===== config.mk =====
export PLATFORM = sky130hd
export DESIGN_NAME = apb_xfer_arbiter
export DESIGN_NICKNAME = d
export VERILOG_FILES = /design/src/rtl/apb_arb_pkg.sv /design/src/rtl/apb_rr_picker.sv /design/src/rtl/apb_xfer_arbiter.sv
export SDC_FILE = /design/constraint.sdc
export NUM_CORES = 1
export LEC_CHECK = 0
export ABC_AREA = 1
export CORE_MARGIN = 10
export CORE_UTILIZATION = 25
export CTS_CLUSTER_DIAMETER = 100
export DETAILED_ROUTE_END_ITERATION = 10
export SLEW_MARGIN = 20
export SYNTH_ARGS = -nofsm -noshare
export SYNTH_HDL_FRONTEND = slang
export SYNTH_SLANG_ARGS = --single-unit

===== constraint.sdc =====
create_clock -name PCLK -period 6.15 [get_ports PCLK]
set_clock_uncertainty 0.15 [all_clocks]
set_input_delay 0.615 -clock PCLK [delete_from_list [all_inputs] [get_ports PCLK]]
set_output_delay 0.615 -clock PCLK [all_outputs]
set_load 0.02 [all_outputs]

===== src/rtl/apb_arb_pkg.sv =====
// Shared types and default bus widths for the APB transfer arbiter and its helpers.
package apb_arb_pkg;

  localparam int APB_ADDR_W = 9;
  localparam int APB_DATA_W = 8;

  typedef enum logic [1:0] {
    IDLE   = 2'd0,
    SETUP  = 2'd1,
    ACCESS = 2'd2,
    RESP   = 2'd3
  } state_t;

  typedef struct packed {
    logic                  rw;
    logic [APB_ADDR_W-1:0] addr;
    logic [APB_DATA_W-1:0] wdata;
  } cmd_t;

endpackage


===== src/rtl/apb_rr_picker.sv =====
// Combinational round-robin picker: the first set request above ptr (wrapping) wins.
module apb_rr_picker #(
  parameter int N  = 4,
  parameter int IW = 2
) (
  input  logic [N-1:0]  req,
  input  logic [IW-1:0] ptr,
  output logic [N-1:0]  grant,
  output logic [IW-1:0] idx
);

  // Scan ptr+1 .. ptr+N modulo N and keep only the first hit.
  always_comb begin
    logic          found;
    logic          hit;
    logic [IW-1:0] cand;
    grant = '0;
    idx   = '0;
    found = 1'b0;
    hit   = 1'b0;
    cand  = '0;
    for (int off = 1; off <= N; off++) begin
      cand        = IW'((int'(ptr) + off) % N);
      hit         = req[cand] & ~found;
      grant[cand] = hit;
      idx         = hit ? cand : idx;
      found       = found | hit;
    end
  end

endmodule


===== src/rtl/apb_xfer_arbiter.sv =====
// Shares one APB bridge command port between NUM_REQ requesters: round-robin grant,
// setup + held access window, then a one-cycle response carrying the captured read data / PSLVERR.
module apb_xfer_arbiter
  import apb_arb_pkg::*;
#(
  parameter int NUM_REQ  = 4,
  parameter int ADDR_W   = APB_ADDR_W,
  parameter int DATA_W   = APB_DATA_W,
  parameter int HOLD_CYC = 2
) (
  input  logic                      PCLK,
  input  logic                      PRESETn,
  input  logic [NUM_REQ-1:0]        req_valid,
  input  logic [NUM_REQ-1:0]        req_rw,
  input  logic [NUM_REQ*ADDR_W-1:0] req_addr,
  input  logic [NUM_REQ*DATA_W-1:0] req_wdata,
  output logic [NUM_REQ-1:0]        req_ready,
  output logic [NUM_REQ-1:0]        rsp_valid,
  output logic [DATA_W-1:0]         rsp_rdata,
  output logic                      rsp_err,
  output logic                      busy,
  output logic                      transfer,
  output logic                      READ_WRITE,
  output logic [ADDR_W-1:0]         apb_write_paddr,
  output logic [DATA_W-1:0]         apb_write_data,
  output logic [ADDR_W-1:0]         apb_read_paddr,
  input  logic                      PSLVERR,
  input  logic [DATA_W-1:0]         apb_read_data_out
);

  localparam int IDX_W = (NUM_REQ > 1) ? $clog2(NUM_REQ) : 1;
  localparam int CNT_W = $clog2(HOLD_CYC + 1);
  localparam logic [NUM_REQ-1:0] ONE_HOT0 = {{(NUM_REQ-1){1'b0}}, 1'b1};

  state_t               state_q, state_d;
  logic [IDX_W-1:0]     ptr_q, ptr_d, id_q, id_d;
  cmd_t                 cmd_q, cmd_d;
  logic [CNT_W-1:0]     cnt_q, cnt_d;
  logic [NUM_REQ-1:0]   req_ready_q, req_ready_d, rsp_valid_q, rsp_valid_d;
  logic [DATA_W-1:0]    rsp_rdata_q, rsp_rdata_d;
  logic                 rsp_err_q, rsp_err_d, busy_q, busy_d;
  logic                 xfer_q, xfer_d, rw_q, rw_d;
  logic [ADDR_W-1:0]    wr_paddr_q, wr_paddr_d, rd_paddr_q, rd_paddr_d;
  logic [DATA_W-1:0]    wr_data_q, wr_data_d;
  logic [NUM_REQ-1:0]   pick_grant;
  logic [IDX_W-1:0]     pick_idx;

  apb_rr_picker #(.N(NUM_REQ), .IW(IDX_W)) u_picker (
    .req   (req_valid),
    .ptr   (ptr_q),
    .grant (pick_grant),
    .idx   (pick_idx)
  );

  // Sequencer: grant/latch in IDLE, hold count in ACCESS, response capture in RESP.
  always_comb begin
    state_d     = state_q;
    ptr_d       = ptr_q;
    id_d        = id_q;
    cmd_d       = cmd_q;
    cnt_d       = cnt_q;
    req_ready_d = '0;
    rsp_valid_d = '0;
    rsp_rdata_d = rsp_rdata_q;
    rsp_err_d   = rsp_err_q;
    case (state_q)
      IDLE: begin
        if (|req_valid) begin
          state_d     = SETUP;
          ptr_d       = pick_idx;
          id_d        = pick_idx;
          cmd_d.rw    = req_rw[pick_idx];
          cmd_d.addr  = req_addr[pick_idx*ADDR_W +: ADDR_W];
          cmd_d.wdata = req_wdata[pick_idx*DATA_W +: DATA_W];
          req_ready_d = pick_grant;
        end else begin
          state_d = IDLE;
        end
      end
      SETUP: begin
        cnt_d   = '0;
        state_d = ACCESS;
      end
      ACCESS: begin
        cnt_d = cnt_q + CNT_W'(1);
        if (cnt_q == CNT_W'(HOLD_CYC - 1)) begin
          state_d = RESP;
        end else begin
          state_d = ACCESS;
        end
      end
      RESP: begin
        rsp_valid_d = ONE_HOT0 << id_q;
        rsp_err_d   = PSLVERR;
        if (cmd_q.rw) begin
          rsp_rdata_d = apb_read_data_out;
        end else begin
          rsp_rdata_d = '0;
        end
        state_d = IDLE;
      end
      default: begin
        state_d = IDLE;
      end
    endcase
  end

  // Bridge drive: only the bus matching the direction carries the latched command.
  always_comb begin
    busy_d     = (state_d != IDLE);
    xfer_d     = (state_q == SETUP) || (state_q == ACCESS);
    rw_d       = 1'b0;
    wr_paddr_d = '0;
    wr_data_d  = '0;
    rd_paddr_d = '0;
    if (xfer_d) begin
      rw_d = cmd_q.rw;
      if (cmd_q.rw) begin
        rd_paddr_d = cmd_q.addr;
      end else begin
        wr_paddr_d = cmd_q.addr;
        wr_data_d  = cmd_q.wdata;
      end
    end else begin
      rw_d = 1'b0;
    end
  end

  // State and registered outputs; reset aborts any transfer in flight.
  always_ff @(posedge PCLK or negedge PRESETn) begin
    if (!PRESETn) begin
      state_q     <= IDLE;
      ptr_q       <= IDX_W'(NUM_REQ - 1);
      id_q        <= '0;
      cmd_q       <= '0;
      cnt_q       <= '0;
      req_ready_q <= '0;
      rsp_valid_q <= '0;
      rsp_rdata_q <= '0;
      rsp_err_q   <= 1'b0;
      busy_q      <= 1'b0;
      xfer_q      <= 1'b0;
      rw_q        <= 1'b0;
      wr_paddr_q  <= '0;
      wr_data_q   <= '0;
      rd_paddr_q  <= '0;
    end else begin
      state_q     <= state_d;
      ptr_q       <= ptr_d;
      id_q        <= id_d;
      cmd_q       <= cmd_d;
      cnt_q       <= cnt_d;
      req_ready_q <= req_ready_d;
      rsp_valid_q <= rsp_valid_d;
      rsp_rdata_q <= rsp_rdata_d;
      rsp_err_q   <= rsp_err_d;
      busy_q      <= busy_d;
      xfer_q      <= xfer_d;
      rw_q        <= rw_d;
      wr_paddr_q  <= wr_paddr_d;
      wr_data_q   <= wr_data_d;
      rd_paddr_q  <= rd_paddr_d;
    end
  end

  assign req_ready       = req_ready_q;
  assign rsp_valid       = rsp_valid_q;
  assign rsp_rdata       = rsp_rdata_q;
  assign rsp_err         = rsp_err_q;
  assign busy            = busy_q;
  assign transfer        = xfer_q;
  assign READ_WRITE      = rw_q;
  assign apb_write_paddr = wr_paddr_q;
  assign apb_write_data  = wr_data_q;
  assign apb_read_paddr  = rd_paddr_q;

endmodule

==> results of run 1 <==
==> synth_stat cells, drive strengths merged <==
library cell,count,area share (%)
o21ai,15,2.1
ha,8,2.7
nand2,126,14
dfstp,2,1.4
nor2,34,4.3
a41oi,1,0.24
buf,11,2.2
inv,42,4.4
nor3,4,0.55
or2,1,0.17
a21boi,1,0.20
dfrtp,69,47
nand4,2,0.75
a21oi,5,0.99
nand3,108,17
clkbuf,10,1.0
o22ai,5,0.85
==> power by group through the flow <==
stage	Sequential, W	Combinational, W	Clock (W)
finish	0.000813	0.00210	0.000521
global route	0.000839	0.00236	0.000556
CTS	0.000815	0.00213	0.000537
detailed placement	0.000822	0.00212	0
global placement	0.000820	0.00208	0
floorplan	0.000924	0.00142	0
==> metal layers <==
metal,track usage (%),routed length (um)
met1,15.1,5400
met2,17.8,5160
met3,3.83,978
met4,4.67,178
met5,0,0
==> state kept, by name (all words and copies together), names as in the netlist <==
name / cells
ptr_q: 2
state_q: 2
apb_write_paddr: 9
READ_WRITE: 1
rsp_valid: 4
id_q: 2
rsp_rdata: 8
cnt_q: 2
apb_read_paddr: 9
apb_write_data: 8
rsp_err: 1
busy: 1
cmd_q: 18
req_ready: 4
==> stage by stage <==
stage	util [%]	setup slack, ps
finish	37.4	2900
detailed placement	35.3	2820
global placement	35.3	2900
CTS	37.4	2870
floorplan	-	3690
global route	37.4	2680
==> how the worst max path moves through the flow <==
| stage | startpoint | to | cells after the start |
|---|---|---|---|
| floorplan | ptr_q[0]$_DFFE_PN1P_ | cmd_q[10]$_DFFE_PN0P_ | 16 |
| global route | ptr_q[0]$_DFFE_PN1P_ | cmd_q[17]$_DFFE_PN0P_ | 12 |
| finish | ptr_q[0]$_DFFE_PN1P_ | cmd_q[17]$_DFFE_PN0P_ | 12 |
| global placement | req_valid[2] | cmd_q[17]$_DFFE_PN0P_ | 12 |
| detailed placement | req_valid[0] | cmd_q[17]$_DFFE_PN0P_ | 12 |
| CTS | ptr_q[0]$_DFFE_PN1P_ | cmd_q[17]$_DFFE_PN0P_ | 12 |
==> critical path: stages (launching register included) <==
cell and delay, ps:
dfstp_2 690, inv_6 80, ha_1 370, inv_1 80, nand3_2 100, nand2_4 110, nor2_8 170, nand4_4 460
nand2_4 530, nand2_1 100, nand3_1 120, nand3_1 120, nand2_1 80
==> logic make-up (layout without fill, tap and decap cells) <==
logic type      count (synthesis)  after routing
flops                          71             71
buf+inv                        63            191
compound gates                 27             27
fa+ha+maj                       8              8
simple gates                  275            275
==> final cells by class <==
| class | instances | area (um^2) |
|---|---|---|
| fillers | 1512 | 9060 |
| flip-flops and latches | 71 | 1780 |
| multi-input cells | 310 | 1620 |
| repair buffers | 133 | 1330 |
| clock buffers | 11 | 243 |
| well taps | 184 | 230 |
| inverters | 42 | 163 |
| clock inverters | 5 | 57.6 |
==> results.yml, run 1 <==
status:
  status: "complete, no violations"
clock_network:
  cts_root_buf: "clkbuf_16"
  clk_latency_ps: 330
  path_clk_slew_ps: 60
  postCtsHoldBufs: 0
  cts_setup_buffers: 0
  clockBufferDepth: 2
  clkSinkCount: 71
  numCtsBuffers: 9
  post_cts_resized: 0
  tritoncts: "yes"
  h-tree-depth: 3
power:
  p_per_area_nw_per_um2: 634
  p_switching_w: 0.00168
  p_leak_nw: 2.52
  peakVddDrop_v: 0.000293
  p_sw_share_pct: 49.0
  p_int_w: 0.00175
  p_seq_share_pct: 23.7
  power_w: 0.00343
  combPwrFrac_pct: 61.2
  p_clk_share_pct: 15.2
synth:
  ys_seq_elements: 71
  synth_top_family_by_area: "simple AND/OR/NAND/NOR gates"
  synthesis.nets: 539
  synth-adder-area-share_pct: 2.73
  netlist_area_um2: 3670
  netlist_instances: 444
  synth.distinct_cells: 32
  synth_xor_area_share_pct: 0
  synth_compound_area_share_pct: 4.43
  yosys_warnings: 0
  avgSynthCellArea_um2: 8.26
  synth_mux_area_share_pct: 0
  ys_seq_area_share_pct: 48.5
  synth-simple-area-share_pct: 36.7
route:
  post_drt_via_cell_ratio: 4.50
  postRouteAntennaNets: 0
  drt-initial-drc-count: 185
  firstDrtPassIters: 4
  drt-total-wl_mm: 11.7
  vias: 3401
  remaining_drc_errors: 0
  wl_per_cell_um: 15.5
place:
  portBuffers: 132
  dp_hpwl_mm: 8.98
  place_congestion: 0.765
  postPlaceCellArea_um2: 5110
  dp.cells: 740
timing:
  fmax_mhz: 307
  worstMarginPinSlew_ps: 895
  relSlewSlack_pct: 40.4
  min_period_ps: 3250
  rsz0062_at_grt: "false"
  finalSetupViolCount: 0
  hold_violations: 0
  drv_slew: 0
  tns_ps: 0
  whs_ps: 225
  finalCritPeriodShare_pct: 52.9
critical_path:
  reg2reg_depth: 12
  startpoint_type: "register"
  worstPathRequired_ps: 6270
  ff2ff_setup_slack_ps: 2900
  crit_path_max_fanout: 37
  r2r-start: "ptr_q[0]$_DFFE_PN1P_"
  cp-end-kind: "register"
  rr_endpoint: "cmd_q[17]$_DFFE_PN0P_"
  worstSetupPathType: "reg2reg"
  arrival_ps: 3370
hold_path:
  hp-class: "in2async"
job:
  drv_cap: 0
cells_and_area:
  final_common_cell: "clkdlybuf4s50_1"
  stdcell_count: 756
  final_layout_size_suffix_gt1_share_pct: 9.44
  layout.nets: 662
  area_growth_pct: 47.6
  n_antenna_cell: 0
  finalInstanceArea_um2: 5420
  final_cell_mix: "clkdlybuf4s50_1 (131), nand2_1 (119), nand3_1 (94)"
die:
  die_area_um2: 19900
  row_count: 44
  die_h_um: 141
  initial_core_util_pct: 25.3
  coreArea_um2: 14500
  fp.dieW_um: 141
  io-pin-count: 133
global_route:
  grt_antenna_before_repair: 0
  grt_usage_pct: 11.7
  grt_max_degree: 72
  grt_pass1_wl_mm: 19.0
  grt_remaining_overflow: 0
  first_global_vias: 3575
Power figures use the tool's default switching activity.
==> run 2: changes to the inputs <==
==> constraint.sdc (replaced) <==
create_clock -name PCLK -period 2.8 [get_ports PCLK]
set_clock_uncertainty 0.15 [all_clocks]
set_input_delay 0.28 -clock PCLK [delete_from_list [all_inputs] [get_ports PCLK]]
set_output_delay 0.28 -clock PCLK [all_outputs]
set_load 0.02 [all_outputs]
==> results.yml, run 2 (synthesis gave the netlist of run 1 again) <==
critical_path:
  startpoint: "ptr_q[1]$_DFFE_PN1P_"
  worstPathRequired_ps: 2870
  reg2reg_depth: 12
  cp-endpoint: "cmd_q[17]$_DFFE_PN0P_"
  r2r-start: "ptr_q[1]$_DFFE_PN1P_"
  crit_top_cell: "nand3_1"
  slowest_stage: "dfstp_2"
  path_depth: 12
  cp-end-kind: "register"
  slowest_delay_ps: 580
  worstSetupPathType: "reg2reg"
  startpoint_type: "register"
  crit_family: "simple AND/OR/NAND/NOR gates"
  rr_endpoint: "cmd_q[17]$_DFFE_PN0P_"
  cp_num_buf_inv: 3
  arrival_ps: 2670
  ff2ff_setup_slack_ps: 190
  crit_path_max_fanout: 36
  crit_chain: "inv_2 > ha_1 > inv_1 > nand3_2 > nand2_4 > nor2_8 > nand4_4 > buf_4 > nand3_1 > nand3_1 > nand3_1 > nand2_1"
power:
  p_switching_w: 0.00375
  peakVddDrop_v: 0.000734
  p_sw_share_pct: 47.2
  p_seq_share_pct: 22.0
  combPwrFrac_pct: 61.7
  p_clk_share_pct: 16.4
  p_int_w: 0.00419
  p_per_area_nw_per_um2: 1440
  p_leak_nw: 2.58
clock_network:
  cts_setup_buffers: 0
  path_clk_slew_ps: 60
  h-tree-depth: 3
  clk_latency_ps: 320
  clockBufferDepth: 2
  clkSinkCount: 71
  cts_root_buf: "clkbuf_16"
  numCtsBuffers: 9
  tritoncts: "yes"
timing:
  hold_violations: 0
  worstMarginPinSlew_ps: 888
  drv_slew: 0
  finalSetupViolCount: 0
  finalCritPeriodShare_pct: 93.1
  relSlewSlack_pct: 40.8
  rsz0062_at_grt: "true"
  fmax_mhz: 384
  min_period_ps: 2610
  whs_ps: 309
route:
  postRouteAntennaNets: 0
  drt-initial-drc-count: 224
  firstDrtPassIters: 5
  drt-total-wl_mm: 11.6
  highest_layer: "met4"
  remaining_drc_errors: 0
  wl_per_cell_um: 15.3
  vias: 3396
  met1Wirelength_mm: 5.33
  routed-wl-met2_mm: 5.03
  route.met3.wl_mm: 1.01
  post_drt_via_cell_ratio: 4.46
global_route:
  grt_max_degree: 72
  grt_antenna_before_repair: 0
  grt_pass1_wl_mm: 18.8
  first_global_vias: 3616
  grt_remaining_overflow: 0
  grt_usage_pct: 11.7
place:
  dp_hpwl_mm: 9.04
  portBuffers: 132
  place_congestion: 0.787
  postPlaceCellArea_um2: 5170
die:
  initial_core_util_pct: 25.3
  coreArea_um2: 14500
  row_count: 44
  die_area_um2: 19900
  fp.dieW_um: 141
  die_h_um: 141
  io-pin-count: 133
cells_and_area:
  finalInstanceArea_um2: 5530
  final_cell_mix: "clkdlybuf4s50_1 (131), nand2_1 (119), nand3_1 (94)"
  area_growth_pct: 50.7
  largest_register_ff_count: 18
  n_antenna_cell: 0
  final_common_cell: "clkdlybuf4s50_1"
  nFillCells: 1454
  seq_area_um2: 1780
  final_layout_size_suffix_gt1_share_pct: 9.88
  top_register: "cmd_q"
  multi_input_area_um2: 1630
  layout.nets: 667
job:
  drv_cap: 0
status:
  status: "complete, no violations"
hold_path:
  hp-class: "reg2reg"
==> run 2: cell types whose count changed in the layout (fill, tap and decap cells not counted), sizes merged <==
cell / change
buf: +4
dlygate4sd3: +1
clkinvlp: -2
bufinv: +2
==> run 2: how the worst min path moves through the flow <==
stage | startpoint | end | slack [ps] | depth (start not counted)
after global placement | PRESETn | READ_WRITE$_DFF_PN0_ | 300 | 1
after CTS | id_q[1]$_DFFE_PN0P_ | rsp_valid[0]$_DFF_PN0_ | 310 | 1
after global routing | id_q[1]$_DFFE_PN0P_ | rsp_valid[0]$_DFF_PN0_ | 330 | 1
after floorplan | PRESETn | READ_WRITE$_DFF_PN0_ | -170 | 0
after detailed placement | id_q[1]$_DFFE_PN0P_ | rsp_valid[0]$_DFF_PN0_ | 300 | 1
final | id_q[1]$_DFFE_PN0P_ | rsp_valid[0]$_DFF_PN0_ | 310 | 1
==> run 2: stage by stage <==
step / setup TNS (ps) / utilization (%) / total power [W] / setup slack (ps) / std cells
after floorplan: 0 / - / 0.00514 / 338 / 444
after global placement: 0 / 35.7 / 0.00658 / 271 / 744
after detailed placement: 0 / 35.7 / 0.00669 / 203 / 744
after CTS: 0 / 38.1 / 0.00802 / 193 / 761
after global routing: -14.1 / 38.2 / 0.00868 / -14.1 / 761
final: 0 / 38.2 / 0.00794 / 193 / 761
==> run 2: area by class of cell <==
| class | instances | area share (%) |
|---|---|---|
| Clock buffer | 11 | 4.21 |
| Clock inverter | 5 | 1.92 |
| Inverter | 42 | 2.94 |
| Multi-Input combinational cell | 310 | 29.4 |
| Sequential cell | 71 | 32.2 |
| Tap cell | 184 | 4.16 |
| Timing Repair Buffer | 138 | 25.2 |
==> run 2: power groups by stage <==
| stage | Sequential, W | Clock [W] | Combinational (W) |
|---|---|---|---|
| floorplan | 0.00203 | 0 | 0.00311 |
| global placement | 0.00176 | 0 | 0.00481 |
| detailed placement | 0.00178 | 0 | 0.00491 |
| CTS | 0.00176 | 0.00133 | 0.00493 |
| global route | 0.00180 | 0.00138 | 0.00550 |
| finish | 0.00174 | 0.00130 | 0.00490 |
==> run 2: per-layer routing <==
layer,GRT usage (%),up-vias
met3,4.27,20
met1,15.4,1542
met2,16.8,143
met5,0,-
li1,-,1691
met4,4.40,0
==> run 2: what timing repair did <==
action                                  CTS  global route
hold endpoints to repair                 69             0
hold buffers                              1             0
endpoints found under the setup margin    0             2
gates resized for setup                   0             1
